[src/rtl/hazard_unit_pkg.sv]
// Shared definitions for the pipeline hazard resolver: forwarding-select codes,
// memory wait-state encoding and the default register-address width.
package hazard_unit_pkg;

  localparam int RW_DEF = 4;

  localparam logic [1:0] FWD_RF = 2'b00;
  localparam logic [1:0] FWD_W  = 2'b01;
  localparam logic [1:0] FWD_M  = 2'b10;

  typedef enum logic {
    MEM_IDLE = 1'b0,
    MEM_WAIT = 1'b1
  } mem_state_e;

  // The M-stage result is younger than the W-stage result, so it wins.
  function automatic logic [1:0] fwd_sel(input logic hit_m, input logic hit_w);
    logic [1:0] sel;
    sel = FWD_RF;
    if (hit_m)      sel = FWD_M;
    else if (hit_w) sel = FWD_W;
    return sel;
  endfunction

endpackage

[src/rtl/hazard_regpipe.sv]
// Shadow pipeline of register addresses (D->E->M->W) with per-stage valid bits,
// so forwarding compares use addresses staged alongside the real datapath.
module hazard_regpipe
  import hazard_unit_pkg::*;
#(
  parameter int RW = RW_DEF
) (
  input  logic          clk,
  input  logic          reset,
  input  logic [RW-1:0] ra1_d_i,
  input  logic [RW-1:0] ra2_d_i,
  input  logic [RW-1:0] wa3_d_i,
  input  logic          stall_e_i,
  input  logic          flush_e_i,
  input  logic          stall_m_i,
  input  logic          flush_w_i,
  output logic [RW-1:0] ra1_e_o,
  output logic [RW-1:0] ra2_e_o,
  output logic [RW-1:0] wa3_e_o,
  output logic          valid_e_o,
  output logic [RW-1:0] wa3_m_o,
  output logic          valid_m_o,
  output logic [RW-1:0] wa3_w_o,
  output logic          valid_w_o
);

  logic [RW-1:0] ra1_e_q, ra1_e_d;
  logic [RW-1:0] ra2_e_q, ra2_e_d;
  logic [RW-1:0] wa3_e_q, wa3_e_d;
  logic          valid_e_q, valid_e_d;
  logic [RW-1:0] wa3_m_q, wa3_m_d;
  logic          valid_m_q, valid_m_d;
  logic [RW-1:0] wa3_w_q, wa3_w_d;
  logic          valid_w_q, valid_w_d;

  // NOTE: every next-state signal gets a hold default first so no path leaves it unassigned (no latches).
  always_comb begin
    ra1_e_d   = ra1_e_q;
    ra2_e_d   = ra2_e_q;
    wa3_e_d   = wa3_e_q;
    valid_e_d = valid_e_q;
    wa3_m_d   = wa3_m_q;
    valid_m_d = valid_m_q;
    if (!stall_e_i) begin
      ra1_e_d   = ra1_d_i;
      ra2_e_d   = ra2_d_i;
      wa3_e_d   = wa3_d_i;
      valid_e_d = !flush_e_i;
    end
    if (!stall_m_i) begin
      wa3_m_d   = wa3_e_q;
      valid_m_d = valid_e_q;
    end
    // W never holds; a frozen M stage hands W a bubble instead of a duplicate.
    wa3_w_d   = wa3_m_q;
    valid_w_d = valid_m_q & !flush_w_i;
  end

  // NOTE: sequential state uses non-blocking assignments so all stages advance on the same edge.
  always_ff @(posedge clk or posedge reset) begin
    if (reset) begin
      ra1_e_q   <= '0;
      ra2_e_q   <= '0;
      wa3_e_q   <= '0;
      valid_e_q <= 1'b0;
      wa3_m_q   <= '0;
      valid_m_q <= 1'b0;
      wa3_w_q   <= '0;
      valid_w_q <= 1'b0;
    end else begin
      ra1_e_q   <= ra1_e_d;
      ra2_e_q   <= ra2_e_d;
      wa3_e_q   <= wa3_e_d;
      valid_e_q <= valid_e_d;
      wa3_m_q   <= wa3_m_d;
      valid_m_q <= valid_m_d;
      wa3_w_q   <= wa3_w_d;
      valid_w_q <= valid_w_d;
    end
  end

  assign ra1_e_o   = ra1_e_q;
  assign ra2_e_o   = ra2_e_q;
  assign wa3_e_o   = wa3_e_q;
  assign valid_e_o = valid_e_q;
  assign wa3_m_o   = wa3_m_q;
  assign valid_m_o = valid_m_q;
  assign wa3_w_o   = wa3_w_q;
  assign valid_w_o = valid_w_q;

endmodule

[src/rtl/hazard_unit.sv]
// Hazard resolver for the 5-stage core: forwarding selects, load-use and PC-write
// stalls, branch flushes, and a data-memory wait-state FSM with sticky timeout.
module hazard_unit
  import hazard_unit_pkg::*;
#(
  parameter int RW         = RW_DEF,
  parameter int WAIT_LIMIT = 16
) (
  input  logic          clk,
  input  logic          reset,
  input  logic [RW-1:0] RA1D,
  input  logic [RW-1:0] RA2D,
  input  logic [RW-1:0] WA3D,
  input  logic          RegWriteM,
  input  logic          RegWriteW,
  input  logic          MemtoRegE,
  input  logic          PCSrcD,
  input  logic          PCSrcE,
  input  logic          PCSrcM,
  input  logic          PCSrcW,
  input  logic          BranchTakenE,
  input  logic          MemReqM,
  input  logic          MemReadyM,
  output logic          StallF,
  output logic          StallD,
  output logic          StallE,
  output logic          StallM,
  output logic          FlushD,
  output logic          FlushE,
  output logic          FlushW,
  output logic [1:0]    ForwardAE,
  output logic [1:0]    ForwardBE,
  output logic          MemTimeout
);

  localparam int CW = $clog2(WAIT_LIMIT + 1);

  logic [RW-1:0] ra1_e, ra2_e, wa3_e, wa3_m, wa3_w;
  logic          valid_e, valid_m, valid_w;

  mem_state_e    state_q;
  logic [CW-1:0] cnt_q;
  logic          timeout_q;
  logic          abort_q;

  logic mem_stall, ldr_stall, pc_wr_pend;
  logic flush_e_int;

  hazard_regpipe #(.RW(RW)) u_regpipe (
    .clk       (clk),
    .reset     (reset),
    .ra1_d_i   (RA1D),
    .ra2_d_i   (RA2D),
    .wa3_d_i   (WA3D),
    .stall_e_i (mem_stall),
    .flush_e_i (flush_e_int),
    .stall_m_i (mem_stall),
    .flush_w_i (mem_stall),
    .ra1_e_o   (ra1_e),
    .ra2_e_o   (ra2_e),
    .wa3_e_o   (wa3_e),
    .valid_e_o (valid_e),
    .wa3_m_o   (wa3_m),
    .valid_m_o (valid_m),
    .wa3_w_o   (wa3_w),
    .valid_w_o (valid_w)
  );

  // abort_q marks the cycle after a timeout, when the abandoned request must not re-arm the FSM.
  always_ff @(posedge clk or posedge reset) begin
    if (reset) begin
      state_q   <= MEM_IDLE;
      cnt_q     <= '0;
      timeout_q <= 1'b0;
      abort_q   <= 1'b0;
    end else begin
      abort_q <= 1'b0;
      case (state_q)
        MEM_IDLE: begin
          if (MemReqM && !MemReadyM && !abort_q) begin
            state_q <= MEM_WAIT;
            cnt_q   <= CW'(1);
          end
        end
        MEM_WAIT: begin
          if (MemReadyM) begin
            state_q <= MEM_IDLE;
            cnt_q   <= '0;
          end else if (cnt_q == CW'(WAIT_LIMIT)) begin
            state_q   <= MEM_IDLE;
            cnt_q     <= '0;
            timeout_q <= 1'b1;
            abort_q   <= 1'b1;
          end else begin
            cnt_q <= cnt_q + 1'b1;
          end
        end
      endcase
    end
  end

  // A ready in WAIT completes the access in that same cycle, so it drops the stall at once.
  assign mem_stall = !MemReadyM &
                     ((state_q == MEM_WAIT) | ((state_q == MEM_IDLE) & MemReqM & !abort_q));

  assign ldr_stall   = MemtoRegE & valid_e & ((RA1D == wa3_e) | (RA2D == wa3_e));
  assign pc_wr_pend  = PCSrcD | PCSrcE | PCSrcM;
  assign flush_e_int = (ldr_stall | BranchTakenE) & !mem_stall;

  logic hit_1m, hit_1w, hit_2m, hit_2w;
  assign hit_1m = valid_m & valid_e & (ra1_e == wa3_m) & RegWriteM;
  assign hit_1w = valid_w & valid_e & (ra1_e == wa3_w) & RegWriteW;
  assign hit_2m = valid_m & valid_e & (ra2_e == wa3_m) & RegWriteM;
  assign hit_2w = valid_w & valid_e & (ra2_e == wa3_w) & RegWriteW;

  // Outputs are forced quiet while reset is held so the datapath sees no enables or clears.
  always_comb begin
    StallF    = 1'b0;
    StallD    = 1'b0;
    StallE    = 1'b0;
    StallM    = 1'b0;
    FlushD    = 1'b0;
    FlushE    = 1'b0;
    FlushW    = 1'b0;
    ForwardAE = FWD_RF;
    ForwardBE = FWD_RF;
    if (!reset) begin
      StallF    = ldr_stall | pc_wr_pend | mem_stall;
      StallD    = ldr_stall | mem_stall;
      StallE    = mem_stall;
      StallM    = mem_stall;
      FlushD    = (pc_wr_pend | PCSrcW | BranchTakenE) & !mem_stall;
      FlushE    = flush_e_int;
      FlushW    = mem_stall;
      ForwardAE = fwd_sel(hit_1m, hit_1w);
      ForwardBE = fwd_sel(hit_2m, hit_2w);
    end
  end

  assign MemTimeout = timeout_q;

endmodule
[config.mk]
export PLATFORM = sky130hd
export DESIGN_NAME = hazard_unit
export DESIGN_NICKNAME = d
export VERILOG_FILES = /design/src/rtl/hazard_unit_pkg.sv /design/src/rtl/hazard_regpipe.sv /design/src/rtl/hazard_unit.sv
export SDC_FILE = /design/constraint.sdc
export NUM_CORES = 1
export LEC_CHECK = 0
export ABC_CLOCK_PERIOD_IN_PS = 2000
export BUFFER_PORTS_ARGS = -buffer_cell sky130_fd_sc_hd__buf_4
export CAP_MARGIN = 20
export CORE_MARGIN = 1
export CORE_UTILIZATION = 45
export DETAILED_ROUTE_END_ITERATION = 10
export PLACE_DENSITY = 0.8
export SETUP_SLACK_MARGIN = 0.3
export SLEW_MARGIN = 0
export SYNTH_ARGS = -nofsm -noshare
export SYNTH_HDL_FRONTEND = slang
export SYNTH_HIERARCHICAL = 1
export SYNTH_SLANG_ARGS = --single-unit
[constraint.sdc]
create_clock -name clk -period 2 [get_ports clk]
set_clock_uncertainty 0.1 [all_clocks]
set_input_delay 0.2 -clock clk [delete_from_list [all_inputs] [get_ports clk]]
set_output_delay 0.2 -clock clk [all_outputs]
set_load 0.01 [all_outputs]
==> metrics.txt <==
TritonCTS clock tree=done; first-pass detailed-route iteration total=4; Req. time, crit path=~1700 ps; placed wire-length estimate=about 2500 µm; highest clock rate=between 0.4 and 0.5 GHz; HP Start=RA1D[2]; Die H=between 60 and 70 µm; CTS root buf=clkbuf_4; commonest cells in the synthesized netlist=31 x dfrtp_1, 13 x xor2_1, 12 x xnor2_1; dominant synthesized flop cell=dfrtp_1; CP max FO=4; CP Launch Type=flop; vias post-DR=about 1300; Post-DRT Antenna Nets=0; launch point of the worst reg-to-reg path=u_regpipe/wa3_e_o[2]; final hold vios=0; detailed-route wire length=roughly 4100 µm; Seq cells post-synth=31; Synth area leaders=dfrtp_1 48%, mux2_4 8.4%, xor2_1 7.0%; R2R setup slack=about 330 ps; Seq pwr share=43.6%; placed cell count=between 200 and 250; Worst Path Arrival=about 1800 ps; post-synth top area share=~48%; Syn Std Cell Area=~1600 µm²; initial antenna violation count=0; Rel. slew slack=a little over two thirds; sequential share of the synthesized area=48.0%; Comb pwr share=around 28%; clk buf depth=2; number of global-route vias before repair=1341; worst slew pin tran=roughly 440 ps; Remaining Overflow, GRT=0; worst-skew pair later-pin latency=330 ps; input/output buffers=35; largest net degree at the start of global routing=24; gr usage total=between 20% and 30%; VDD IR-drop max=about 0.5 mV; Yosys warning count=6; critical path class=flop to output pin; core area=3390 µm²; final setup fails=3; switch share=about 28%; area grow syn2layout=53.8%; Pint=1.31 mW; max-cap violation count=0; Leak Pwr=about 1.1 nW; Die W=62.0 µm; RSZ-0062 raised after global routing=yes; fraction of layout cells with a size suffix above 1=51.9%; setup_tns=-248 ps; worst setup path startpoint=u_regpipe/wa3_e_o[2]; Post-synth EDFFs=0; Setup WS post-layout=-106 ps; Yosys cell types=32; initial core utilization=a little under half; die area=between 3000 and 4000 µm²; Avg Inst Size Synth=11.8 µm²; final period utilization=105%; Clock transition at path regs=100 ps; Hold Crit Class=input pin to flop; CTS Buf Count=5; Ports=36; most numerous cell in the Yosys netlist=dfrtp_1; Slew Viols, Final=0; fin nets=approximately 240; failing checks=negative setup slack; drt drc=0; Via density=about 5; leading area contributor after synthesis=dfrtp_1; power per cell area=between 700 and 800 nW/µm²; CP Capture Type=output pin; gpl congestion=0.772; Clk pwr share=roughly 28%; Iter 0 DRT Violations=roughly 110; Syn Inst Count=137; status=complete, but fails checks; depth of the CTS H-tree=2; Inserted Diodes=0; WL/cell=between 15 and 20 µm; first-pass GRT wire length=5800 µm; switching power total=511 µW; clk sinks=31; FFs w/ async S/R, synth=100%; minimum clock period=roughly 2100 ps; Row Count=21; final cell count without fillers=258; filler instances=between 200 and 250; Synthesized Nets=163
final cells by class:
class                           instances  area (µm²)  area share (%)
Multi-Input combinational cell         93         886            35.6
Sequential cell                        31         782            31.4
Clock buffer                            6        51.3            2.06
Inverter                                9        37.5            1.51
Tap cell                               46        57.6            2.31
Clock inverter                          2        35.0            1.41
Timing Repair Buffer                   71         639            25.7
power groups by stage:
stage | combinational (mW) | clock, mW | sequential, mW
3_5_place_dp | 0.345 | 0 | 0.801
3_3_place_gp | 0.332 | 0 | 0.793
4_1_cts | 0.446 | 0.522 | 0.783
2_1_floorplan | 0.244 | 0 | 0.780
6_report | 0.510 | 0.515 | 0.794
5_1_grt | 0.547 | 0.556 | 0.805
flip-flops by register name (all words and copies together), names as in the netlist, 4 cells and up:
signal,flops
u_regpipe/wa3_w_o,4
u_regpipe/ra1_e_o,4
cnt_q,5
u_regpipe/ra2_e_o,4
u_regpipe/wa3_e_o,4
u_regpipe/wa3_m_o,4
metal layers:
layer  part of all wire (%)  vias up  GRT usage (%)
met5                      0        -              0
met3                    3.7       11           7.25
li1                       -      623              -
met2                     55       35           38.8
met4                    2.4        0           9.52
met1                     39      638           23.4
critical path: stages (launching register included):
cell	delay, ps
dfrtp_1	430
xor2_1	170
nor4_2	330
o211ai_2	180
a31oi_1	200
buf_4	160
cells in the final DEF (no fill, tap or decap), types with 2 or more instances in the layout:
master,Yosys,final
buf_4,2,48
dfrtp_1,31,26
dlygate4sd3_1,0,12
xor2_1,13,11
mux2_4,9,10
inv_1,9,8
xnor2_1,12,8
buf_6,1,7
mux2_2,7,6
clkbuf_4,0,5
dfrtp_2,0,5
nor2_1,6,4
xnor2_2,0,4
nor3_2,0,4
nor2b_1,3,3
nand2_1,3,3
o22ai_1,3,3
nand4_1,3,3
o21ai_0,3,3
nor3b_1,3,2
a22o_1,2,2
xor2_2,0,2
nand3_1,3,2
nor4_2,2,2
a21oi_1,3,2
ha_1,2,2
buf_12,0,2
through the flow:
stage | util [%] | cell area [µm²] | hold WS [ps] | worst slack [ps] | power [mW]
2_1_floorplan | - | 1620 | 102 | 333 | 1.02
3_3_place_gp | 57.4 | 1950 | 155 | 255 | 1.12
3_5_place_dp | 57.4 | 1950 | 162 | 222 | 1.15
4_1_cts | 68.4 | 2320 | 1.35 | -115 | 1.75
5_1_grt | 73.4 | 2490 | 0.556 | -225 | 1.91
6_report | 73.4 | 2490 | 24.3 | -106 | 1.82
path summary, 6_finish.rpt:
kind                                         to  cells past startpoint
setup / recovery                         StallF                      5
hold / removal             u_regpipe/ra1_e_o[2]                      2
setup reg to reg            u_regpipe/valid_e_o                      5
hold reg to reg                      MemTimeout                      1
max in group asynchronous  u_regpipe/wa3_m_o[1]                      4
min in group asynchronous               state_q                      4
cell families after synthesis:
| family | count (synthesis) | share of synthesized area, % |
|---|---|---|
| mux | 17 | 13.8 |
| flops | 31 | 48.0 |
| simple gates | 33 | 12.2 |
| xor+xnor | 25 | 13.5 |
| buf+inv | 13 | 3.94 |
| fa+ha+maj | 2 | 1.55 |
| compound gates | 16 | 6.96 |
repair_timing:
| action | CTS | global route |
|---|---|---|
| buffers inserted | 13 | 6 |
| endpoints found under the setup margin | 13 | 28 |
| hold buffers | 9 | 4 |
| gates cloned | 1 | 0 |
| pin swaps | 13 | 9 |
| resized for setup | 18 | 19 |
| endpoints found under the hold margin | 39 | 4 |
Power figures use the tool's default switching activity.
